### config.mk
export PLATFORM = sky130hd
export DESIGN_NAME = pipe_ctrl
export DESIGN_NICKNAME = d
export VERILOG_FILES = /design/src/rtl/pipe_pkg.sv /design/src/rtl/pipe_sat_counter.sv /design/src/rtl/pipe_ctrl.sv
export SDC_FILE = /design/constraint.sdc
export NUM_CORES = 1
export LEC_CHECK = 0
export ABC_AREA = 1
export CORE_ASPECT_RATIO = 0.7
export CORE_MARGIN = 3
export CORE_UTILIZATION = 43
export DETAILED_ROUTE_END_ITERATION = 7
export PLACE_DENSITY = 0.77
export SYNTH_ARGS = -nofsm -noshare
export SYNTH_HDL_FRONTEND = slang
export SYNTH_SLANG_ARGS = --single-unit
### constraint.sdc
create_clock -name clk -period 1.6 [get_ports clk]
set_clock_uncertainty 0.1 [all_clocks]
set_input_delay 0.16 -clock clk [delete_from_list [all_inputs] [get_ports clk]]
set_output_delay 0.16 -clock clk [all_outputs]
set_load 0.02 [all_outputs]
### src/rtl/pipe_pkg.sv
// Shared types and constants for the 5-stage pipeline sequencer.
package pipe_pkg;

  localparam int unsigned NUM_STAGES = 4;
  localparam int unsigned CAUSE_W    = 3;

  // Indices into stage_valid and into the per-register enable/clear vectors.
  localparam int unsigned STAGE_D = 0;
  localparam int unsigned STAGE_E = 1;
  localparam int unsigned STAGE_M = 2;
  localparam int unsigned STAGE_W = 3;

  // Reason the pipeline is not running freely this cycle.
  typedef enum logic [CAUSE_W-1:0] {
    CAUSE_NONE = 3'd0,
    CAUSE_IC   = 3'd1,
    CAUSE_LU   = 3'd2,
    CAUSE_BR   = 3'd3,
    CAUSE_MUL  = 3'd4,
    CAUSE_DC   = 3'd5,
    CAUSE_EXC  = 3'd6
  } stall_cause_e;

  // Control bundle for PC and the FD/DE/EM/MW registers (bit = stage index).
  typedef struct packed {
    logic                  pc_en;
    logic                  pc_sel_exc;
    logic [NUM_STAGES-1:0] en;
    logic [NUM_STAGES-1:0] clr;
  } pipe_ctl_t;

endpackage

### src/rtl/pipe_sat_counter.sv
// Saturating up-counter with synchronous active-high reset.
module pipe_sat_counter #(
  parameter int unsigned WIDTH = 16
) (
  input  logic             clk,
  input  logic             reset,
  input  logic             inc,
  output logic [WIDTH-1:0] count
);

  // Count up on inc, sticking at all-ones.
  always_ff @(posedge clk) begin
    if (reset) begin
      count <= '0;
    end else if (inc && (count != '1)) begin
      count <= count + WIDTH'(1);
    end
  end

endmodule

### src/rtl/pipe_ctrl.sv
// Pipeline sequencer: enables/clears for FD, DE, EM, MW and PC, with
// prioritised handling of exceptions, memory waits, multiply, branches,
// load-use hazards and fetch misses.
module pipe_ctrl
  import pipe_pkg::*;
#(
  parameter int unsigned MUL_LAT = 4,
  parameter int unsigned CNT_W   = 16
) (
  input  logic             clk,
  input  logic             reset,
  input  logic             ic_busy,
  input  logic             dc_busy,
  input  logic             d_load_use,
  input  logic             e_is_mul,
  input  logic             e_branch_taken,
  input  logic             m_exception,
  output logic             pc_en,
  output logic             pc_sel_exc,
  output logic             en_fd,
  output logic             en_de,
  output logic             en_em,
  output logic             en_mw,
  output logic             clr_fd,
  output logic             clr_de,
  output logic             clr_em,
  output logic             clr_mw,
  output logic [3:0]       stage_valid,
  output logic [2:0]       stall_cause,
  output logic [CNT_W-1:0] stall_cnt
);

  localparam int unsigned MUL_W = (MUL_LAT > 1) ? $clog2(MUL_LAT) : 1;

  pipe_ctl_t                 ctl;
  stall_cause_e              cause;
  logic [MUL_W-1:0]          mul_cnt;
  logic                      mul_inc;
  logic                      mul_hold;
  logic                      mul_stall;
  logic                      exc_req;
  logic                      br_req;
  logic [NUM_STAGES-1:0]     upstream;

  assign exc_req   = m_exception & stage_valid[STAGE_M];
  assign br_req    = e_branch_taken & stage_valid[STAGE_E];
  assign mul_stall = e_is_mul & stage_valid[STAGE_E] &
                     (mul_cnt != MUL_W'(MUL_LAT - 1));

  // Pick exactly one action per cycle by fixed priority.
  always_comb begin
    ctl.pc_en      = 1'b1;
    ctl.pc_sel_exc = 1'b0;
    ctl.en         = '1;
    ctl.clr        = '0;
    cause          = CAUSE_NONE;
    mul_inc        = 1'b0;
    mul_hold       = 1'b0;
    if (reset) begin
      ctl.pc_en = 1'b0;
      ctl.clr   = '1;
    end else if (exc_req) begin
      ctl.pc_sel_exc = 1'b1;
      ctl.clr        = '1;
      cause          = CAUSE_EXC;
    end else if (dc_busy) begin
      ctl.pc_en          = 1'b0;
      ctl.en             = '0;
      ctl.en[STAGE_W]    = 1'b1;
      ctl.clr[STAGE_W]   = 1'b1;
      mul_hold           = 1'b1;
      cause              = CAUSE_DC;
    end else if (mul_stall) begin
      ctl.pc_en          = 1'b0;
      ctl.en[STAGE_D]    = 1'b0;
      ctl.en[STAGE_E]    = 1'b0;
      ctl.clr[STAGE_M]   = 1'b1;
      mul_inc            = 1'b1;
      cause              = CAUSE_MUL;
    end else if (br_req) begin
      ctl.clr[STAGE_D]   = 1'b1;
      ctl.clr[STAGE_E]   = 1'b1;
      cause              = CAUSE_BR;
    end else if (d_load_use) begin
      ctl.pc_en          = 1'b0;
      ctl.en[STAGE_D]    = 1'b0;
      ctl.clr[STAGE_E]   = 1'b1;
      cause              = CAUSE_LU;
    end else if (ic_busy) begin
      ctl.pc_en          = 1'b0;
      ctl.clr[STAGE_D]   = 1'b1;
      cause              = CAUSE_IC;
    end
  end

  assign pc_en       = ctl.pc_en;
  assign pc_sel_exc  = ctl.pc_sel_exc;
  assign en_fd       = ctl.en[STAGE_D];
  assign en_de       = ctl.en[STAGE_E];
  assign en_em       = ctl.en[STAGE_M];
  assign en_mw       = ctl.en[STAGE_W];
  assign clr_fd      = ctl.clr[STAGE_D];
  assign clr_de      = ctl.clr[STAGE_E];
  assign clr_em      = ctl.clr[STAGE_M];
  assign clr_mw      = ctl.clr[STAGE_W];
  assign stall_cause = cause;

  // Multiply occupancy: counts while stalling, frozen by a memory wait,
  // zero whenever E advances or is flushed.
  always_ff @(posedge clk) begin
    if (reset) begin
      mul_cnt <= '0;
    end else if (mul_inc) begin
      mul_cnt <= mul_cnt + MUL_W'(1);
    end else if (!mul_hold) begin
      mul_cnt <= '0;
    end
  end

  // D always receives a fetched slot; later stages inherit their predecessor.
  assign upstream = {stage_valid[2:0], 1'b1};

  // Valid bits follow the same clear/enable as their pipeline registers.
  always_ff @(posedge clk) begin
    if (reset) begin
      stage_valid <= '0;
    end else begin
      for (int i = 0; i < NUM_STAGES; i++) begin
        if (ctl.clr[i]) begin
          stage_valid[i] <= 1'b0;
        end else if (ctl.en[i]) begin
          stage_valid[i] <= upstream[i];
        end
      end
    end
  end

  pipe_sat_counter #(
    .WIDTH (CNT_W)
  ) u_stall_cnt (
    .clk   (clk),
    .reset (reset),
    .inc   (~ctl.pc_en),
    .count (stall_cnt)
  );

endmodule
## Word-level counts from Yosys, hierarchy flattened

Cells that the tools add are included.

- Muxes and demuxes: 40
- Bitwise logic cells: 5
- $add $sub $neg: 2
- Equality and inequality tests: 3
- Reductions and logical operators: 5

Operators with widths:

| cell | number |
|---|---|
| 1-bit 2-to-1 mux | 24 |
| 3-bit 2-to-1 mux | 8 |
| 16-bit by 1-bit adder with 16-bit output, second input constant | 1 |
| 16-bit != test, second input constant | 1 |
| 2-bit 2-to-1 mux | 5 |
| 4-bit 2-to-1 mux | 2 |
| 2-bit OR reduction | 4 |
| 5-bit 2-to-1 mux | 1 |
| 1-bit AND | 4 |
| 2-bit != test, second input constant | 2 |
| 2-bit by 1-bit adder with 2-bit output, second input constant | 1 |
| 1-bit logical AND | 1 |
| 1-bit inverter | 1 |

- Input port bits: 8
- Register bits: 22
- Output and inout port bits: 33
- Logic and storage cells: 61

## Depth between registers and ports, before layout

Gate-level depths: netlist of run 1.

- Depth in word-level cells: 9
- Depth in mapped cells: 10

## By module

A second synthesis of run 1 with hierarchy kept.

- Cell total of the unflattened synthesis: 217
- Area, all modules: 1351.3 µm²

By module, submodules not included:

| module | sequential area each (µm²) | area each (µm²) | instances | cells an instance |
|---|---|---|---|---|
| pipe_sat_counter | 320.3 | 929.6 | 1 | 149 |
| pipe_ctrl | 120.1 | 421.7 | 1 | 68 |

## Worst setup path after synthesis of run 1

No wires, ideal clock.

- Path type: register to register
- Start point: register u_stall_cnt.count[0]
- End point: register u_stall_cnt.count[11]
- Stages on the path, launching flop included: 11
- Slack: -0.146 ns
- Required time: 1.431 ns
- Library setup time: 0.069 ns
- Period minus slack after synthesis: 1.746 ns
- Arrival time: 1.577 ns
- Cells stage by stage: dfxtp_1 > ha_1 > nand3_2 > inv_2 > nand2_2 > clkinv_2 > nand2_4 > nand3_4 > buf_12 > nand2_2 > a21oi_2

- Word-level cells in the longest chain between the ends: 2
- Elaborated cells on any way between the ends: 3
- Classes of those cells: add/sub: 1; eq/ne: 1; reduce/logical: 1

Ends and longest elaborated chain:

| element | line | RTL |
|---|---|---|
| start, declared | pipe_sat_counter.sv:8 | `output logic [WIDTH-1:0] count` |
| start signal, assigned | pipe_sat_counter.sv:16 | `count <= count + WIDTH'(1);` |
| branches (longest 2 deep; another with 16-bit by 1-bit adder with 16-bit output) | -- |  |

Several ways; the timed one is not identified.
A chain may end at the register's enable or synchronous reset.

## Worst setup path after layout of run 1

- Start point: register stage_valid[1]
- End point: register u_stall_cnt.count[14]

- Word-level cells in the longest chain between the ends: 8
- Elaborated cells on any way between the ends: 10
- Classes of those cells: mux: 5; bitwise: 4; reduce/logical: 1

Ends and longest elaborated chain:

| element | line | RTL |
|---|---|---|
| start, declared | pipe_ctrl.sv:28 | `output logic [3:0] stage_valid,` |
| start signal, assigned by index | pipe_ctrl.sv:132 | `stage_valid[i] <= upstream[i];` |
| 1-bit AND (on tied branches) | pipe_ctrl.sv:46, pipe_ctrl.sv:47 |  |
| 1-bit 2-to-1 mux or 1-bit AND (tied branches) | pipe_ctrl.sv:80, pipe_ctrl.sv:47 |  |
| 1-bit 2-to-1 mux (*) | pipe_ctrl.sv:73 | `end else if (mul_stall) begin` |
| 1-bit 2-to-1 mux (*) | pipe_ctrl.sv:66 | `end else if (dc_busy) begin` |
| 1-bit 2-to-1 mux (*) | pipe_ctrl.sv:62 | `end else if (exc_req) begin` |
| 1-bit 2-to-1 mux (*) | pipe_ctrl.sv:59 | `if (reset) begin` |
| 1-bit inverter (*) | pipe_ctrl.sv:143 | `.inc (~ctl.pc_en),` |
| 1-bit logical AND (*) | pipe_sat_counter.sv:15 | `end else if (inc && (count != '1)) begin` |

Every way passes the cells marked *; elsewhere a longest branch is shown, timed or not.

==> results.yml, run 1 <==
run_status:
  status: "finished with violations"
  violations: "setup timing"
synth:
  syn_area_per_cell_um2: 6.62
  seq_area_frac_synth: 0.298
  yosys_warnings: 0
  synth.area.top_cells: "dfxtp_1 (30%), nand2_1 (16%), a21oi_2 (5.9%)"
  yosys.area.top_type: "dfxtp_1"
  synth_cell_types: 29
  synth_seq_cells: 22
  syn_nets: 233
  synth_cells: 223
  yosysTopAreaCellShare: 0.298
  synth_area_um2: 1480
pwr:
  vdd_drop_max_v: 0.000527
  p_sw_frac: 0.309
  p_per_area_nw_per_um2: 560
  p_sw_w: 0.000441
  p_leak_nw: 1.16
  clkPwrFrac: 0.291
  power_frac_seq: 0.413
  intPower_w: 0.000983
  power_frac_comb: 0.296
finish:
  stdcell_area_um2: 2540
  nFillCells: 200
  area_delta_synth_final_pct: 72.0
  fin_util: 0.791
  nets: 322
  multiInputGateArea_um2: 1100
  register_area_um2: 459
  drive_above_1_share: 0.453
  antenna_cells: 0
placed_design:
  place.port_buffers: 39
  hpwl_mm: 3.20
  place.gp.congestion: 0.854
  place_area_um2: 2150
clock_network:
  ctsHoldBuffers: 0
  clk_pin_slew_worst_paths_ps: 80
  clock-sinks: 22
  cts_root_buf: "clkbuf_8"
  cts_made_buffers: 3
  clk_latency_ps: 270
  cts_tree: "done"
  htree_num_levels: 1
  cts_buffer_depth: 2
global_routing:
  grt_max_degree: 18
  grt_pass1_wl_mm: 7.85
  grt_overflow: 0
  first_global_vias: 1681
  antenna_found_initial: 0
  grt.total_usage: 0.235
worst_setup_path:
  critPathKind: "flop to flop"
  worst-path-max-fanout: 6
  cp_data_arrival_time_ps: 1770
  cp-end-kind: "flop"
  crit_required_ps: 1700
  crit_path_start_kind: "flop"
die:
  core_area_um2: 3210
  initial_core_util: 0.460
  num_rows: 17
  die_area_um2: 4180
  die_w_um: 76.0
  die_h_um: 55.0
  ios: 41
routing:
  wl_mm: 6.10
  drc: 0
  drt_iter0_drc: 202
  viasPerCell: 5.62
  ant_nets: 0
  dr_total_vias: 2011
  wire_per_inst_um: 17.0
  drt_pass1_iterations: 5
flow_run:
  cap_violations: 0
timing:
  period_minus_slack_ps: 1670
  finalSetupViolations: 24
  slew_violations: 0
  max_freq_mhz: 599
  rsz0062_at_grt: "true"
  fin_ws_ps: -68.7
  fin_crit_sh: 1.04
  finalHoldViolCount: 0
hold_path:
  hold_class: "flop to flop"
==> registers in the layout, summed over array words and instances, names as in the netlist <==
register and count:
u_stall_cnt.count 16, stage_valid 4, mul_cnt 2
==> synth_stat cells, drive strengths merged <==
library cell and n:
nand2 73, nor2 27, inv 26, dfxtp 22, nand3 20, a21oi 18, o21ai 14, nand4 7
buf 4, ha 2, nand3b 2, xnor2 2, a32o 1, clkinv 1, conb 1, o21a 1
o21bai 1, xor2 1
==> repair_timing <==
action                     CTS  global route
gates resized for setup    102            47
pin swaps                    6            14
cloned                       0             1
setup endpoints to repair   37            31
buffers inserted             9             7
==> stage by stage <==
step / std cells / TNS (ps) / hold WS, ps / total power [W] / worst slack, ps
final: 358 / -764 / 410 / 0.00142 / -68.7
after global routing: 358 / -2250 / 434 / 0.00147 / -127
after detailed placement: 339 / -6820 / 388 / 0.000898 / -407
after floorplan: 223 / -3.41 / 222 / 0.000740 / -3.41
after CTS: 351 / -847 / 409 / 0.00134 / -124
after global placement: 339 / -6570 / 382 / 0.000895 / -355
==> worst paths after layout <==
check                        startpoint                    end  slack [ps]  cells past startpoint
hold / removal    u_stall_cnt.count[15]  u_stall_cnt.count[15]         410                      2
hold reg to reg   u_stall_cnt.count[15]  u_stall_cnt.count[15]         410                      2
setup reg to reg         stage_valid[1]  u_stall_cnt.count[14]         -70                      8
setup / recovery         stage_valid[1]  u_stall_cnt.count[14]         -70                      8
==> cells by family after synthesis <==
family,after synthesis,share of synthesized area
AND/OR/NAND/NOR,129,0.418
AO/OA/AOI/OAI,35,0.151
buffers and inverters,31,0.0958
flip-flops,22,0.298
XOR/XNOR,3,0.0178
adder cells (fa/ha/maj),2,0.0169
other,1,0.00254
==> power by group through the flow <==
stage               Clock [W]  Sequential (W)  Combinational, W
floorplan                   0        0.000614          0.000126
global placement            0        0.000593          0.000303
detailed placement          0        0.000593          0.000305
CTS                  0.000419        0.000583          0.000341
global route         0.000438        0.000590          0.000442
finish               0.000415        0.000588          0.000421
==> routing by layer <==
metal,vias up,GRT usage,wire length (um)
met5,-,0,0
met1,962,0.318,2510
met3,35,0.0437,485
met4,0,0.0663,206
li1,896,-,-
met2,118,0.394,2900
==> cells in the final DEF (no fill, tap or decap), types with 3 or more instances in the layout <==
| cell | count |
|---|---|
| a21oi_1 | 3 |
| a21oi_2 | 15 |
| buf_4 | 43 |
| buf_6 | 13 |
| clkbuf_8 | 4 |
| clkdlybuf4s50_1 | 12 |
| dfxtp_1 | 13 |
| dfxtp_2 | 6 |
| dfxtp_4 | 3 |
| dlygate4sd2_1 | 14 |
| inv_1 | 20 |
| inv_2 | 4 |
| nand2_1 | 49 |
| nand2_2 | 17 |
| nand2_4 | 7 |
| nand3_1 | 16 |
| nand4_1 | 7 |
| nor2_1 | 18 |
| nor2_2 | 4 |
| nor2_4 | 6 |
| o21ai_0 | 4 |
| o21ai_1 | 4 |
| o21ai_4 | 4 |
==> final cells by class <==
type	count	share of cell area
Clock buffer	4	0.0217
Inverter	27	0.0433
Multi-Input combinational cell	171	0.432
Sequential cell	22	0.181
Tap cell	47	0.0232
Timing Repair Buffer	87	0.299
==> worst max-delay path, stage by stage (launching register included) <==
cell	delay (ps)
dfxtp_4	380
nand2_1	120
o21ai_2	110
buf_4	130
nand4_1	180
nand3_4	220
buf_4	150
nand2_2	50
a21oi_2	150
Note: power is estimated with default switching activity, not from simulation.
==> run 2: changes to the inputs <==
--- a/config.mk
+++ b/config.mk
@@ -5,12 +5,11 @@
 export SDC_FILE = /design/constraint.sdc
 export NUM_CORES = 1
 export LEC_CHECK = 0
-export ABC_AREA = 1
 export CORE_ASPECT_RATIO = 0.7
 export CORE_MARGIN = 3
-export CORE_UTILIZATION = 43
+export CORE_UTILIZATION = 41
 export DETAILED_ROUTE_END_ITERATION = 7
-export PLACE_DENSITY = 0.77
+export PLACE_DENSITY = 0.76
 export SYNTH_ARGS = -nofsm -noshare
 export SYNTH_HDL_FRONTEND = slang
 export SYNTH_SLANG_ARGS = --single-unit
==> run 2 against run 1 <==
Effect of this change:
- the run still ends with setup timing left
- cell count decreased by 18%
- critical path depth decreased by 2
- hold slack got worse by 140 ps
- first-iteration DRC count decreased by 25%
- synthesized cell count decreased by 31%
- global-route usage increased by 6.6 points
- core utilization increased by 9.9 points
- critical path type unchanged
- highest routed layer unchanged
==> results.yml, run 2 <==
clock_network:
  cts_root_buf: "clkbuf_8"
  clock-sinks: 22
  cts_made_buffers: 3
  cts_buffer_depth: 2
  clk_latency_ps: 280
  cts_tree: "done"
  clk_pin_slew_worst_paths_ps: 90
  htree_num_levels: 1
synth:
  synthAdderAreaFrac: 0.0191
  ys.flop_type: "dfxtp_1"
  yosys.area.top_type: "dfxtp_1"
  synth_seq_cells: 22
  synth_edf_count: 0
  yosysTopAreaCellShare: 0.337
  synth-async-reset-ratio: 0
  syn_area_per_cell_um2: 8.49
  seq_area_frac_synth: 0.337
  synth_area_um2: 1310
  synth_top_family_by_area: "simple AND/OR/NAND/NOR gates"
  synth.most_common_cell: "dfxtp_1"
  synth.area.top_cells: "dfxtp_1 (34%), a21oi_1 (6.5%), o31ai_1 (4.6%)"
  synth_xor_area_frac: 0
  yosys.area_share.simple: 0.332
  synth.area.mux_share: 0.0431
  synth_cell_types: 42
  synth_cells: 154
  yosys_warnings: 0
  synth-compound-area-share: 0.211
  yosys-top-cells-count: "dfxtp_1 (22), a21oi_1 (17), nand2_1 (13)"
  syn_nets: 164
timing:
  holdWs_ps: 273
  max_freq_mhz: 492
  finalSetupViolations: 30
  tns_ps: -7440
  rsz0062_at_grt: "true"
  finalHoldViolCount: 0
  slew_violations: 0
  period_minus_slack_ps: 2030
  worstMarginPinSlew_ps: 579
  fin_ws_ps: -432
  fin_crit_sh: 1.27
  relSlewSlack: 0.613
finish:
  final_common_cell: "buf_4"
  antenna_cells: 0
  nets: 269
  drive_above_1_share: 0.612
  reg_top3: "u_stall_cnt.count: 16 flops, stage_valid: 4 flops, mul_cnt: 2 flops"
  area_delta_synth_final_pct: 98.9
  regMostFlops: "u_stall_cnt.count"
  largest_register_ffs: 16
  final_cell_mix: "buf_4 (61), dlygate4sd2_1 (17), buf_6 (14)"
  fin_util: 0.890
  instances_no_fill: 294
pwr:
  clkPwrFrac: 0.389
  p_leak_nw: 1.24
  p_per_area_nw_per_um2: 531
  p_sw_frac: 0.265
  power_frac_seq: 0.404
  vdd_drop_max_v: 0.000606
  power_frac_comb: 0.207
  p_sw_w: 0.000366
  intPower_w: 0.00102
die:
  core_area_um2: 2920
  die_area_um2: 3910
  initial_core_util: 0.447
  die_w_um: 73.5
  die_h_um: 53.2
  ios: 41
  num_rows: 16
global_routing:
  antenna_found_initial: 0
  first_global_vias: 1721
  grt.total_usage: 0.301
  grt_max_degree: 16
  grt_pass1_wl_mm: 8.78
  grt_overflow: 0
placed_design:
  hpwl_mm: 3.56
  place.port_buffers: 39
  dp_slack_ps: -613
  numPlacedInstances: 276
  place.gp.congestion: 0.862
worst_setup_path:
  crit_required_ps: 1650
  critPathKind: "flop to flop"
  crit_path_start_kind: "flop"
  cp-end-kind: "flop"
  worst-path-max-fanout: 7
  cp_data_arrival_time_ps: 2090
routing:
  viasPerCell: 6.30
  wire_per_inst_um: 21.9
  wl_mm: 6.45
  ant_nets: 0
  drt_pass1_iterations: 5
  drt_iter0_drc: 151
  dr_total_vias: 1851
  drc: 0
hold_path:
  hold_class: "input port to flop"
run_status:
  status: "finished with violations"
  violations: "setup timing"
flow_run:
  cap_violations: 0
-- run 2: power by group through the flow --
stage	clock network, W	registers, W	logic (W)
2_1_floorplan	0	0.000588	0.0000958
3_3_place_gp	0	0.000574	0.000226
3_5_place_dp	0	0.000575	0.000234
4_1_cts	0.000527	0.000560	0.000245
5_1_grt	0.000556	0.000559	0.000298
6_report	0.000537	0.000559	0.000286
-- run 2: worst max-delay path, cell delays in order (launching register included) --
cell and delay (ps):
dfxtp_4 370, ha_4 140, and3b_4 210, o41ai_4 480, buf_4 260, nor4_2 50, mux2_1 310
-- run 2: kinds of logic (layout without fill, tap and decap cells) --
| family | after synthesis | in the layout |
|---|---|---|
| and+or+nand+nor | 71 | 71 |
| AOI/OAI and AO/OA | 40 | 40 |
| DFF | 22 | 22 |
| buffers and inverters | 13 | 117 |
| muxes | 5 | 5 |
| adders and majority gates | 2 | 2 |
| other | 1 | 1 |
-- run 2: repair_timing --
action	4_1_cts	5_1_grt
gates resized for setup	107	31
buffers inserted	12	4
endpoints found under the setup margin	40	37
cloned	1	0
pin swaps	26	11
hold buffers	0	0
-- run 2: area by class of cell --
type | count | area (um2)
Fill cell | 115 | 322
Timing Repair Buffer | 108 | 940
Tap cell | 36 | 45.0
Inverter | 5 | 18.8
Clock buffer | 3 | 41.3
Sequential cell | 22 | 479
Multi-Input combinational cell | 119 | 1050
Clock inverter | 1 | 30.0
-- run 2: metrics by stage --
stage | instance area, um2 | total power [W]
global placement | 2230 | 0.000800
global route | 2600 | 0.00141
detailed placement | 2230 | 0.000809
floorplan | 1430 | 0.000684
CTS | 2460 | 0.00133
finish | 2600 | 0.00138
-- run 2: per-layer routing --
layer / part of all wire / track usage
met1: 0.38 / 0.369
met2: 0.47 / 0.513
met3: 0.10 / 0.0664
met4: 0.051 / 0.117
met5: 0 / 0
-- run 2: final timing paths --
| check | cells past startpoint | start | slack, ps | to |
|---|---|---|---|---|
| setup / recovery | 6 | mul_cnt[1] | -430 | u_stall_cnt.count[7] |
| hold / removal | 3 | ic_busy | 270 | stage_valid[0] |
| setup reg to reg | 6 | mul_cnt[1] | -430 | u_stall_cnt.count[7] |
| hold reg to reg | 2 | stage_valid[0] | 410 | stage_valid[1] |
==> run 3: changes to the inputs <==
--- a/config.mk
+++ b/config.mk
@@ -6,7 +6,7 @@
 export NUM_CORES = 1
 export LEC_CHECK = 0
 export CORE_ASPECT_RATIO = 0.7
-export CORE_MARGIN = 3
+export CORE_MARGIN = 8
 export CORE_UTILIZATION = 41
 export DETAILED_ROUTE_END_ITERATION = 7
 export PLACE_DENSITY = 0.76
==> run 3 against run 2 <==
Effect of this change:
- the flow still finishes with violations (setup timing)
- non-clock buffer count shrank 9
- sequential share of layout area is 0.098 points higher
- via count is 4.2% lower
- cell count shrank 2.0%
- largest power group unchanged
- largest cell class unchanged
- critical path depth stayed put
- global-route usage is 11 points lower
- clock power down 33%
- setup slack improved by 67 ps
- clock-buffer cell count did not move
- sequential power up 1%
- flip-flop and latch count is the same
==> results.yml, run 3 (same netlist as run 2, synthesis figures left out) <==
timing:
  finalSetupViolations: 28
  fin_crit_sh: 1.23
  rsz0062_at_grt: "true"
  slew_violations: 0
  period_minus_slack_ps: 1960
  max_freq_mhz: 509
  fin_ws_ps: -364
  finalHoldViolCount: 0
run_status:
  status: "finished with violations"
  violations: "setup timing"
worst_setup_path:
  critical_path_depth: 6
  cp-end-kind: "flop"
  crit_path_start_kind: "flop"
  path_cells: "ha_4 > and3b_4 > o41ai_4 > buf_4 > o41ai_1 > a21oi_2"
  cp_data_arrival_time_ps: 2000
  cp_slowest_stage_delay_ps: 520
  critPathKind: "flop to flop"
  cp_top_family: "compound AO/OA/AOI/OAI gates"
  r2r_start: "mul_cnt[0]"
  critPathBufInv: 1
  regToRegSetupSlack_ps: -360
  reg2reg_depth: 6
  worst-path-max-fanout: 6
  crit_path_start: "mul_cnt[0]"
  cp_slowest_cell: "o41ai_1"
  crit_required_ps: 1640
die:
  core_area_um2: 3110
  ios: 41
  die_h_um: 63.2
  die_w_um: 83.5
  die_area_um2: 5280
  initial_core_util: 0.421
  num_rows: 17
clock_network:
  clk_latency_ps: 270
  cts_root_buf: "clkbuf_8"
  clock-sinks: 22
  htree_num_levels: 1
  cts_made_buffers: 3
  cts_tree: "done"
  ctsHoldBuffers: 0
  cts_buffer_depth: 2
  clk_pin_slew_worst_paths_ps: 80
finish:
  nets: 260
  reg_top3: "u_stall_cnt.count: 16 flops, stage_valid: 4 flops, mul_cnt: 2 flops"
  fin_util: 0.822
  regMostFlops: "u_stall_cnt.count"
  area_delta_synth_final_pct: 95.3
  drive_above_1_share: 0.618
  largest_register_ffs: 16
  stdcell_area_um2: 2550
  final_cell_mix: "buf_4 (52), dfxtp_2 (17), buf_6 (16)"
  final_common_cell: "buf_4"
global_routing:
  antenna_found_initial: 1
  grt_max_degree: 17
  grt_pass1_wl_mm: 8.27
  first_global_vias: 1708
  grt_overflow: 0
  grt.total_usage: 0.187
pwr:
  finalPower_w: 0.00120
  vdd_drop_max_v: 0.000438
  p_per_area_nw_per_um2: 471
  p_leak_nw: 1.18
placed_design:
  place_area_um2: 2170
  place.gp.congestion: 0.857
  hpwl_mm: 3.67
  place.port_buffers: 39
routing:
  drt_pass1_iterations: 4
  drt_iter0_drc: 158
  wire_per_inst_um: 21.9
  viasPerCell: 6.16
  wl_mm: 6.32
  ant_nets: 0
  dr_total_vias: 1774
  drc: 0
hold_path:
  whs_path_depth: 3
  hold_class: "input port to flop"
  worstHoldStart: "ic_busy"
flow_run:
  cap_violations: 0
==> run 3: changes by cell type in the layout (fill, tap and decap cells not counted), moves of 3 or more <==
cell             change
dfxtp_2              +4
o31ai_2              -3
clkdlybuf4s50_1      +4
a21oi_2              +5
or4_1                -3
buf_4                -9
or4_4                +3
a21oi_1              -3
dlygate4sd2_1        -5
dfxtp_4              -3
==> run 3: path summary, 6_finish.rpt <==
| kind | end |
|---|---|
| setup / recovery | u_stall_cnt.count[8] |
| hold / removal | stage_valid[0] |
| setup reg to reg | u_stall_cnt.count[8] |
| hold reg to reg | stage_valid[0] |
==> run 3: what timing repair did <==
action                     in CTS  in global routing
pin swaps                      17                 17
gates resized for setup        92                 54
gates cloned                    0                  1
setup buffers                   8                  4
setup endpoints to repair      39                 34
==> run 3: tightest hold or removal path, stage by stage <==
cell,delay [ps]
dlymetal6s2s_1,200
or3_4,180
a21oi_2,40
==> run 3: routing by layer <==
metal  track usage  vias to the layer above  wire (um)
li1              -                      765          -
met1         0.214                      901       2680
met2         0.327                       86       3110
met3        0.0462                       22        337
met4        0.0730                        0        200
met5             0                        -          0
==> run 3: through the flow <==
step | setup WS [ps] | hold WS, ps | setup TNS, ps | std cells
global placement | -555 | 383 | -13040 | 271
global route | -398 | 257 | -7690 | 288
floorplan | -265 | 242 | -3530 | 154
finish | -364 | 270 | -6400 | 288
detailed placement | -631 | 397 | -14190 | 271
CTS | -321 | 397 | -5330 | 282
==> run 3: power by group <==
part	switching, W	internal, W
sequential	0.0000129	0.000552
combinational	0.000150	0.000130
clock	0.000187	0.000172
total	0.000350	0.000853
==> run 3: final cells by class <==
| cell class | count | area [um2] |
|---|---|---|
| inverters | 5 | 18.8 |
| well taps | 38 | 47.5 |
| fillers | 168 | 552 |
| clock inverters | 1 | 3.75 |
| multi-input cells | 119 | 1090 |
| clock buffers | 3 | 41.3 |
| flip-flops and latches | 22 | 473 |
| diodes | 1 | 2.50 |
| repair buffers | 99 | 872 |
